## src/rtl/mem_pkg.sv

```systemverilog
`default_nettype none
// ============================================================================
// Module      : mem_pkg
// Description : Shared constants, matrix layout and burst-reader state
//               encoding for the 4096-entry data memory.
// Revision    : 1.0 - initial release
// ============================================================================
package mem_pkg;

    localparam int AW         = 12;
    localparam int DW         = 12;
    localparam int MEM_DEPTH  = 4096;

    // Default placement of the result matrix in data memory
    localparam int MAT_BASE_A = 4;
    localparam int MAT_STRIDE = 64;

    typedef enum logic [2:0] {
        IDLE = 3'd0,
        READ = 3'd1,
        WAIT = 3'd2,
        SEND = 3'd3,
        FIN  = 3'd4
    } state_t;

endpackage
`default_nettype wire

```

## src/rtl/mem_burst_addr_gen.sv

```systemverilog
`default_nettype none
// ============================================================================
// Module      : mem_burst_addr_gen
// Description : Row-major 2-D address walker. Latches the region geometry on
//               load, advances one element per step, flags the final element.
// Revision    : 1.0 - initial release
// ============================================================================
module mem_burst_addr_gen
    import mem_pkg::*;
#(
    parameter int AW = 12,
    parameter int CW = 8
) (
    input  logic          clk,
    input  logic          rst_n,
    input  logic          load,
    input  logic          step,
    input  logic [AW-1:0] base_addr,
    input  logic [CW-1:0] n_rows,
    input  logic [CW-1:0] n_cols,
    input  logic [AW-1:0] row_stride,
    output logic [AW-1:0] addr,
    output logic          last
);

    logic [CW-1:0] r_n_rows;
    logic [CW-1:0] r_n_cols;
    logic [AW-1:0] r_stride;
    logic [AW-1:0] r_row_base;
    logic [CW-1:0] r_row_cnt;
    logic [CW-1:0] r_col_cnt;

    logic          w_col_end;
    logic          w_row_end;
    logic [AW-1:0] w_next_row;

    assign w_col_end  = (r_col_cnt == r_n_cols - CW'(1));
    assign w_row_end  = (r_row_cnt == r_n_rows - CW'(1));
    // Address arithmetic wraps modulo 2^AW by truncation
    assign w_next_row = r_row_base + r_stride;
    assign last       = w_row_end && w_col_end;

    // Latch geometry on load, then walk columns and rows on each step
    always_ff @(posedge clk or negedge rst_n) begin
        if (!rst_n) begin
            r_n_rows   <= '0;
            r_n_cols   <= '0;
            r_stride   <= '0;
            r_row_base <= '0;
            r_row_cnt  <= '0;
            r_col_cnt  <= '0;
            addr       <= '0;
        end else if (load) begin
            r_n_rows   <= n_rows;
            r_n_cols   <= n_cols;
            r_stride   <= row_stride;
            r_row_base <= base_addr;
            r_row_cnt  <= '0;
            r_col_cnt  <= '0;
            addr       <= base_addr;
        end else if (step) begin
            if (!w_col_end) begin
                r_col_cnt <= r_col_cnt + CW'(1);
                addr      <= addr + AW'(1);
            end else begin
                r_col_cnt  <= '0;
                r_row_cnt  <= r_row_cnt + CW'(1);
                r_row_base <= w_next_row;
                addr       <= w_next_row;
            end
        end
    end

endmodule
`default_nettype wire

```

## src/rtl/mem_burst_reader.sv

```systemverilog
`default_nettype none
// ============================================================================
// Module      : mem_burst_reader
// Description : Read-side memory initiator. Walks a rows x cols region and
//               streams the returned words on a valid/ready interface.
// Revision    : 1.0 - initial release
// ============================================================================
module mem_burst_reader #(
    parameter int AW = 12,
    parameter int DW = 12,
    parameter int CW = 8
) (
    input  logic          clk,
    input  logic          rst_n,
    input  logic          start,
    input  logic [AW-1:0] base_addr,
    input  logic [CW-1:0] n_rows,
    input  logic [CW-1:0] n_cols,
    input  logic [AW-1:0] row_stride,
    output logic          busy,
    output logic          done,
    output logic          mem_write_en,
    output logic [AW-1:0] mem_addr,
    input  logic [DW-1:0] mem_dataout,
    output logic [DW-1:0] out_data,
    output logic          out_valid,
    input  logic          out_ready,
    output logic          out_last
);
    import mem_pkg::*;

    state_t r_state;
    logic   w_nonzero;
    logic   w_load;
    logic   w_step;
    logic   w_last;

    // The reader never writes; the CPU owns the write path while idle
    assign mem_write_en = 1'b0;

    assign w_nonzero = (n_rows != '0) && (n_cols != '0);
    assign w_load    = (r_state == IDLE) && start && w_nonzero;
    assign w_step    = (r_state == SEND) && out_ready && !out_last;

    mem_burst_addr_gen #(
        .AW (AW),
        .CW (CW)
    ) u_addr_gen (
        .clk        (clk),
        .rst_n      (rst_n),
        .load       (w_load),
        .step       (w_step),
        .base_addr  (base_addr),
        .n_rows     (n_rows),
        .n_cols     (n_cols),
        .row_stride (row_stride),
        .addr       (mem_addr),
        .last       (w_last)
    );

    // Burst sequencer: read, capture, hold until accepted, then advance
    always_ff @(posedge clk or negedge rst_n) begin
        if (!rst_n) begin
            r_state   <= IDLE;
            busy      <= 1'b0;
            done      <= 1'b0;
            out_valid <= 1'b0;
            out_last  <= 1'b0;
            out_data  <= '0;
        end else begin
            done <= 1'b0;
            case (r_state)
                IDLE: begin
                    if (start) begin
                        busy <= 1'b1;
                        if (w_nonzero) begin
                            r_state <= READ;
                        end else begin
                            // Empty region: report completion with no data
                            done    <= 1'b1;
                            r_state <= FIN;
                        end
                    end
                end
                READ: r_state <= WAIT;
                WAIT: begin
                    out_data  <= mem_dataout;
                    out_valid <= 1'b1;
                    out_last  <= w_last;
                    r_state   <= SEND;
                end
                SEND: begin
                    if (out_ready) begin
                        out_valid <= 1'b0;
                        out_last  <= 1'b0;
                        if (out_last) begin
                            done    <= 1'b1;
                            r_state <= FIN;
                        end else begin
                            r_state <= READ;
                        end
                    end
                end
                FIN: begin
                    busy    <= 1'b0;
                    r_state <= IDLE;
                end
                default: r_state <= IDLE;
            endcase
        end
    end

endmodule
`default_nettype wire

```

## config.mk

```make
export PLATFORM = sky130hd
export DESIGN_NAME = mem_burst_reader
export DESIGN_NICKNAME = d
export VERILOG_FILES = /design/src/rtl/mem_pkg.sv /design/src/rtl/mem_burst_addr_gen.sv /design/src/rtl/mem_burst_reader.sv
export SDC_FILE = /design/constraint.sdc
export NUM_CORES = 1
export LEC_CHECK = 0
export BUFFER_PORTS_ARGS = -buffer_cell sky130_fd_sc_hd__clkbuf_2
export CORE_ASPECT_RATIO = 2
export CORE_MARGIN = 2
export CORE_UTILIZATION = 45
export DETAILED_ROUTE_END_ITERATION = 10
export MAX_ROUTING_LAYER = met4
export PLACE_DENSITY = 0.66
export RECOVER_POWER = 50
export SYNTH_ARGS = -nofsm -noshare
export SYNTH_HDL_FRONTEND = slang
export SYNTH_HIERARCHICAL = 1
export SYNTH_SLANG_ARGS = --single-unit
```

## constraint.sdc

```tcl
create_clock -name clk -period 2.1 [get_ports clk]
set_input_delay 0.21 -clock clk [delete_from_list [all_inputs] [get_ports clk]]
set_output_delay 0.21 -clock clk [all_outputs]
set_load 0.005 [all_outputs]
```

Word-level counts from Yosys, hierarchy flattened
Index checks and enable logic that the tools add are counted.
{"block": "word_totals", "regBits": 87, "input_bits": 56, "output_inout_bits": 29, "word_cells": 72}
{"block": "op_classes", "add_sub_neg": 6, "eq_ne": 8, "muxes": 27, "n_reduce_logical": 18}
{"op": "12-bit two-way mux", "count": 6}
{"op": "8-bit two-way mux", "count": 6}
{"op": "8-bit by 1-bit adder with 8-bit output (second input constant)", "count": 2}
{"op": "8-bit == test", "count": 2}
{"op": "8-bit nonzero test", "count": 2}
{"op": "8-bit by 1-bit subtractor with 8-bit output (second input constant)", "count": 2}
{"op": "12-bit by 1-bit adder with 12-bit output (second input constant)", "count": 1}
{"op": "12-bit adder", "count": 1}
{"op": "3-bit two-way mux", "count": 4}
{"op": "3-bit one-hot mux with 4 select lines", "count": 1}
{"op": "1-bit one-hot mux with 2 select lines", "count": 4}
{"op": "2-bit AND reduction", "count": 4}
{"op": "2-bit nonzero test", "count": 4}
{"op": "3-bit by 2-bit == test with 1-bit output (second input constant)", "count": 2}
{"op": "1-bit logical AND", "count": 6}
{"op": "1-bit two-way mux", "count": 6}
{"op": "2-bit inequality test (second input constant)", "count": 2}
{"op": "3-bit by 1-bit == test with 1-bit output (second input constant)", "count": 1}
{"op": "3-bit == test (second input constant)", "count": 1}
{"op": "3-bit zero test", "count": 1}
{"op": "1-bit zero test", "count": 1}

Longest topological paths before layout
{"block": "logic_depth", "word_depth": 5, "ltp_mapped": 10, "ltp_nobuf": 10}

By module
The synthesis kept the hierarchy.
{"module": "mem_burst_addr_gen", "n_inst": 1, "cells_each": 462, "area_per_inst_um2": 4332.9}
{"module": "mem_burst_reader", "n_inst": 1, "cells_each": 63, "area_per_inst_um2": 852.1}

Worst setup path before layout
No wires, ideal clock.
{"block": "synth_timing", "path_kind": "flip-flop to flip-flop", "start": "register u_addr_gen.r_stride[0]", "end": "register u_addr_gen.r_row_base[10]", "setup_ps": 135, "t_arrival_ps": 2119, "t_required_ps": 1965, "setup_slack_ps": -154, "stages_incl_launch_ff": 10, "n_path_buf": 0, "period_less_slack_ps": 2254, "path_cell_list": "dfrtp_1 ha_1 inv_1 fa_1 nor2b_1 o2111a_1 nor4b_1 or3b_2 a211oi_1 o31ai_1"}
{"block": "synth_via", "elab_chain_cells": 4}
{"element": "start: declaration", "line_no": "mem_burst_addr_gen.sv:28", "source": "logic [AW-1:0] r_stride;"}
{"element": "start signal: assignment", "line_no": "mem_burst_addr_gen.sv:56", "source": "r_stride <= row_stride;"}
{"element": "12-bit adder", "line_no": "mem_burst_addr_gen.sv:40", "source": "assign w_next_row = r_row_base + r_stride;"}
{"element": "12-bit two-way mux", "line_no": "mem_burst_addr_gen.sv:62", "source": "if (!w_col_end) begin"}
{"element": "12-bit two-way mux", "line_no": "mem_burst_addr_gen.sv:61", "source": "end else if (step) begin"}
{"element": "12-bit two-way mux", "line_no": "mem_burst_addr_gen.sv:53", "source": "end else if (load) begin"}
{"element": "end signal: assignment", "line_no": "mem_burst_addr_gen.sv:57", "source": "r_row_base <= base_addr;"}
{"element": "end signal: assignment", "line_no": "mem_burst_addr_gen.sv:68", "source": "r_row_base <= w_next_row;"}
{"element": "end: declaration", "line_no": "mem_burst_addr_gen.sv:29", "source": "logic [AW-1:0] r_row_base;"}
Every way passes these cells. The select of a mux whose other input is x is not followed.
A chain may end at the register's enable or synchronous reset.

Worst setup path after layout
{"block": "layout_timing", "start": "register u_addr_gen.r_row_base[0]", "end": "register u_addr_gen.r_row_base[10]"}
{"block": "layout_via", "elab_chain_cells": 4}
{"element": "12-bit adder", "line_no": "mem_burst_addr_gen.sv:40"}
{"element": "12-bit two-way mux", "line_no": "mem_burst_addr_gen.sv:62"}
{"element": "12-bit two-way mux", "line_no": "mem_burst_addr_gen.sv:61"}
{"element": "12-bit two-way mux", "line_no": "mem_burst_addr_gen.sv:53"}
Every way passes these cells. The select of a mux whose other input is x is not followed.

==> reports/qor.yml <==
run_status:
  status: "complete, but fails checks"
  violations: "negative setup slack"
place:
  dp.cells: 774
  dp_slack_ns: -0.192
  hpwl_um: 10600
  numPortBuffers: 83
  gp_congestion: 0.961
  place_area_um2: 6080
setup_path:
  r2r-end: "u_addr_gen/r_row_base[10]"
  rr_worst_depth: 9
  critical_path_class: "reg2reg"
  startpoint_type: "flip-flop"
  r2r_slack_ns: -0.10
  cp-startpoint: "u_addr_gen/r_row_base[0]"
  critPathRequiredTime_ns: 2.33
  worst_ep_arrival_time_ns: 2.43
  end_kind: "flip-flop"
  path_max_fanout: 2
  reg2reg_from: "u_addr_gen/r_row_base[0]"
global_route:
  met1_usage_pct: 25.8
  globalRouteMet3Util_pct: 3.76
  grt_pass1_wl_um: 23500
  use_met2_pct: 44.1
  grt_usage_pct: 25.0
  grt-busiest-layer: "met2"
  grt_pass1_vias: 4858
  antenna_found_initial: 0
  globalRouteOverflowTotal: 0
  grt_max_degree: 56
timing:
  rsz0062_at_grt: "yes"
  clock_skew_ns: 0.00538
  slew_headroom_pct: 48.0
  finalHoldViolCount: 0
  setup_viol: 9
  max_freq_ghz: 0.454
  finalMaxSlewViolations: 0
  min_period_ns: 2.20
  holdWs_ns: 0.0940
  fin_crit_sh_pct: 105
  tns_ns: -0.355
  setup_slack_ns: -0.103
  max_slew.worst_pin.slew_ns: 0.780
final_layout:
  fin_area_um2: 6920
  fillers: 976
  num_antenna_cells: 0
  register_area_um2: 2180
  area_growth_pct: 33.4
  drive_gt1_share_pct: 41.6
  multi_input_area_um2: 3220
  nets: 724
  post-route-util_pct: 61.3
  stdcell_count: 798
yosys:
  avgSynthCellArea_um2: 9.88
  synthArstFlopShare_pct: 100
  synth-edff-count: 0
  synth_cell_type_count: 72
  yosysSeqAreaShare_pct: 42.0
  synthFlopType: "dfrtp_1"
  synth-seq-cells: 87
  syn_inst: 525
  yosys_warnings: 6
  syn_area_um2: 5180
  syn-num-nets: 598
power_and_ir_drop:
  p_leak_nw: 2.98
  p_per_area_nw_per_um2: 1580
  p_total_mw: 10.9
  irDropWorstVdd_mv: 1.06
floorplanning:
  row_count: 55
  die_height_um: 156
  fp.coreArea_um2: 11300
  initial_core_util_pct: 45.9
  pin_count: 85
  die-area_um2: 12400
  die-width_um: 79.9
clocking:
  clkTransAtPathRegs_ns: 0.06
  cts_made_buffers: 9
  cts.sinks: 87
  cts_tree: "yes"
  cts-htree-levels: 3
  clkLatencyLatePin_ns: 0.34
  clockBufferDepth: 2
  cts_root_buffer: "clkbuf_16"
route:
  drc: 0
  wirelength_um: 15200
  dr_total_vias: 4738
  post_drt_wl_per_cell_um: 19.0
  ant_nets: 0
  dr.pass1.iters: 4
  drt-vias-per-instance: 5.94
  first_iter_violations: 238
hold_path:
  holdPathStages: 2
  hold_start: "row_stride[9]"
  holdCritPathClass: "in2reg"
  whs_endpoint: "u_addr_gen/r_stride[9]"
flow_run:
  maxCapViolCount: 0
-- where the power goes --
part	switching [mW]	internal [mW]	leakage, nW
Combinational	3.11	2.97	1.77
Clock	0.656	1.02	0.156
Sequential	0.763	2.39	1.06
-- flip-flops by register name, indices dropped and copies added (netlist names), 3 cells and up --
| signal | cells |
|---|---|
| r_state | 3 |
| u_addr_gen/addr | 12 |
| u_addr_gen/r_stride | 12 |
| u_addr_gen/r_row_cnt | 8 |
| u_addr_gen/r_row_base | 12 |
| u_addr_gen/r_n_cols | 8 |
| out_data | 12 |
| u_addr_gen/r_n_rows | 8 |
| u_addr_gen/r_col_cnt | 8 |
-- cell usage in the layout, fill, tap and decap left out, types with 8 or more instances in the layout --
cell type and n:
nand3_1 32, o21ai_0 19, and3_1 9, a21oi_1 23, dfrtp_1 86, mux2_4 8
nor3_1 10, buf_4 40, buf_6 8, nand4_1 9, ha_1 11, xnor2_1 25
xor2_1 10, clkbuf_16 11, nand2_1 28, nor2_1 36, inv_1 12, mux2_2 26
clkbuf_2 83
-- metal layers --
layer | up-vias | wire [um]
li1 | 2179 | -
met1 | 2338 | 5330
met2 | 169 | 8490
met3 | 52 | 620
met4 | 0 | 754
met5 | - | 0
-- cells by family after synthesis --
logic type,count (synthesis),synth area share (%)
AOI/OAI and AO/OA,127,17.8
xor gates and xnor gates,39,6.59
adders and majority gates,17,4.25
buffers and inverters,43,3.96
DFF,87,42.0
muxes,35,8.16
other,1,0.0723
and+or+nand+nor,176,17.2
-- Yosys cell counts, types with 11 or more instances --
library cell  number  area, um^2
o21ai_0           30         150
xor2_1            11        96.3
nand2_1           29         109
dfrtp_1           87        2180
nand3_1           37         185
nor3_1            14        70.1
mux2_2            26         293
a21oi_1           28         140
ha_1              16         200
nor2_1            39         146
clkbuf_1          12        45.0
xnor2_1           28         245
inv_1             16        60.1
-- area by class of cell --
type	instances	share of cell area, %
flip-flops and latches	87	31.5
repair buffers	141	14.0
inverters	17	0.923
clock inverters	3	0.579
well taps	142	2.57
clock buffers	13	3.91
multi-input cells	395	46.5
-- how the worst max path moves through the flow --
stage / endpoint / slack [ns] / depth (start not counted)
2_1_floorplan: u_addr_gen/r_row_base[10] / -0.06 / 9
3_3_place_gp: u_addr_gen/r_row_base[10] / -0.13 / 9
3_5_place_dp: u_addr_gen/r_row_base[10] / -0.19 / 9
4_1_cts: u_addr_gen/r_row_base[10] / -0.06 / 9
5_1_grt: u_addr_gen/r_row_base[8] / -0.19 / 11
6_report: u_addr_gen/r_row_base[10] / -0.10 / 9
-- timing repair --
| action | CTS | global route |
|---|---|---|
| endpoints found under the hold margin | 11 | 0 |
| setup buffers | 2 | 1 |
| pin swaps | 11 | 35 |
| hold buffers | 1 | 0 |
| resized for setup | 16 | 83 |
| gates cloned | 0 | 5 |
| setup endpoints to repair | 19 | 39 |
-- critical path, stage by stage (launching register included) --
cell	delay (ns)
dfrtp_1	0.35
ha_2	0.19
inv_2	0.05
fa_2	0.37
nor2b_2	0.14
o2111a_2	0.27
nor4b_2	0.07
or3b_4	0.38
a211oi_2	0.18
o31ai_1	0.09
Power figures use the tool's default switching activity.
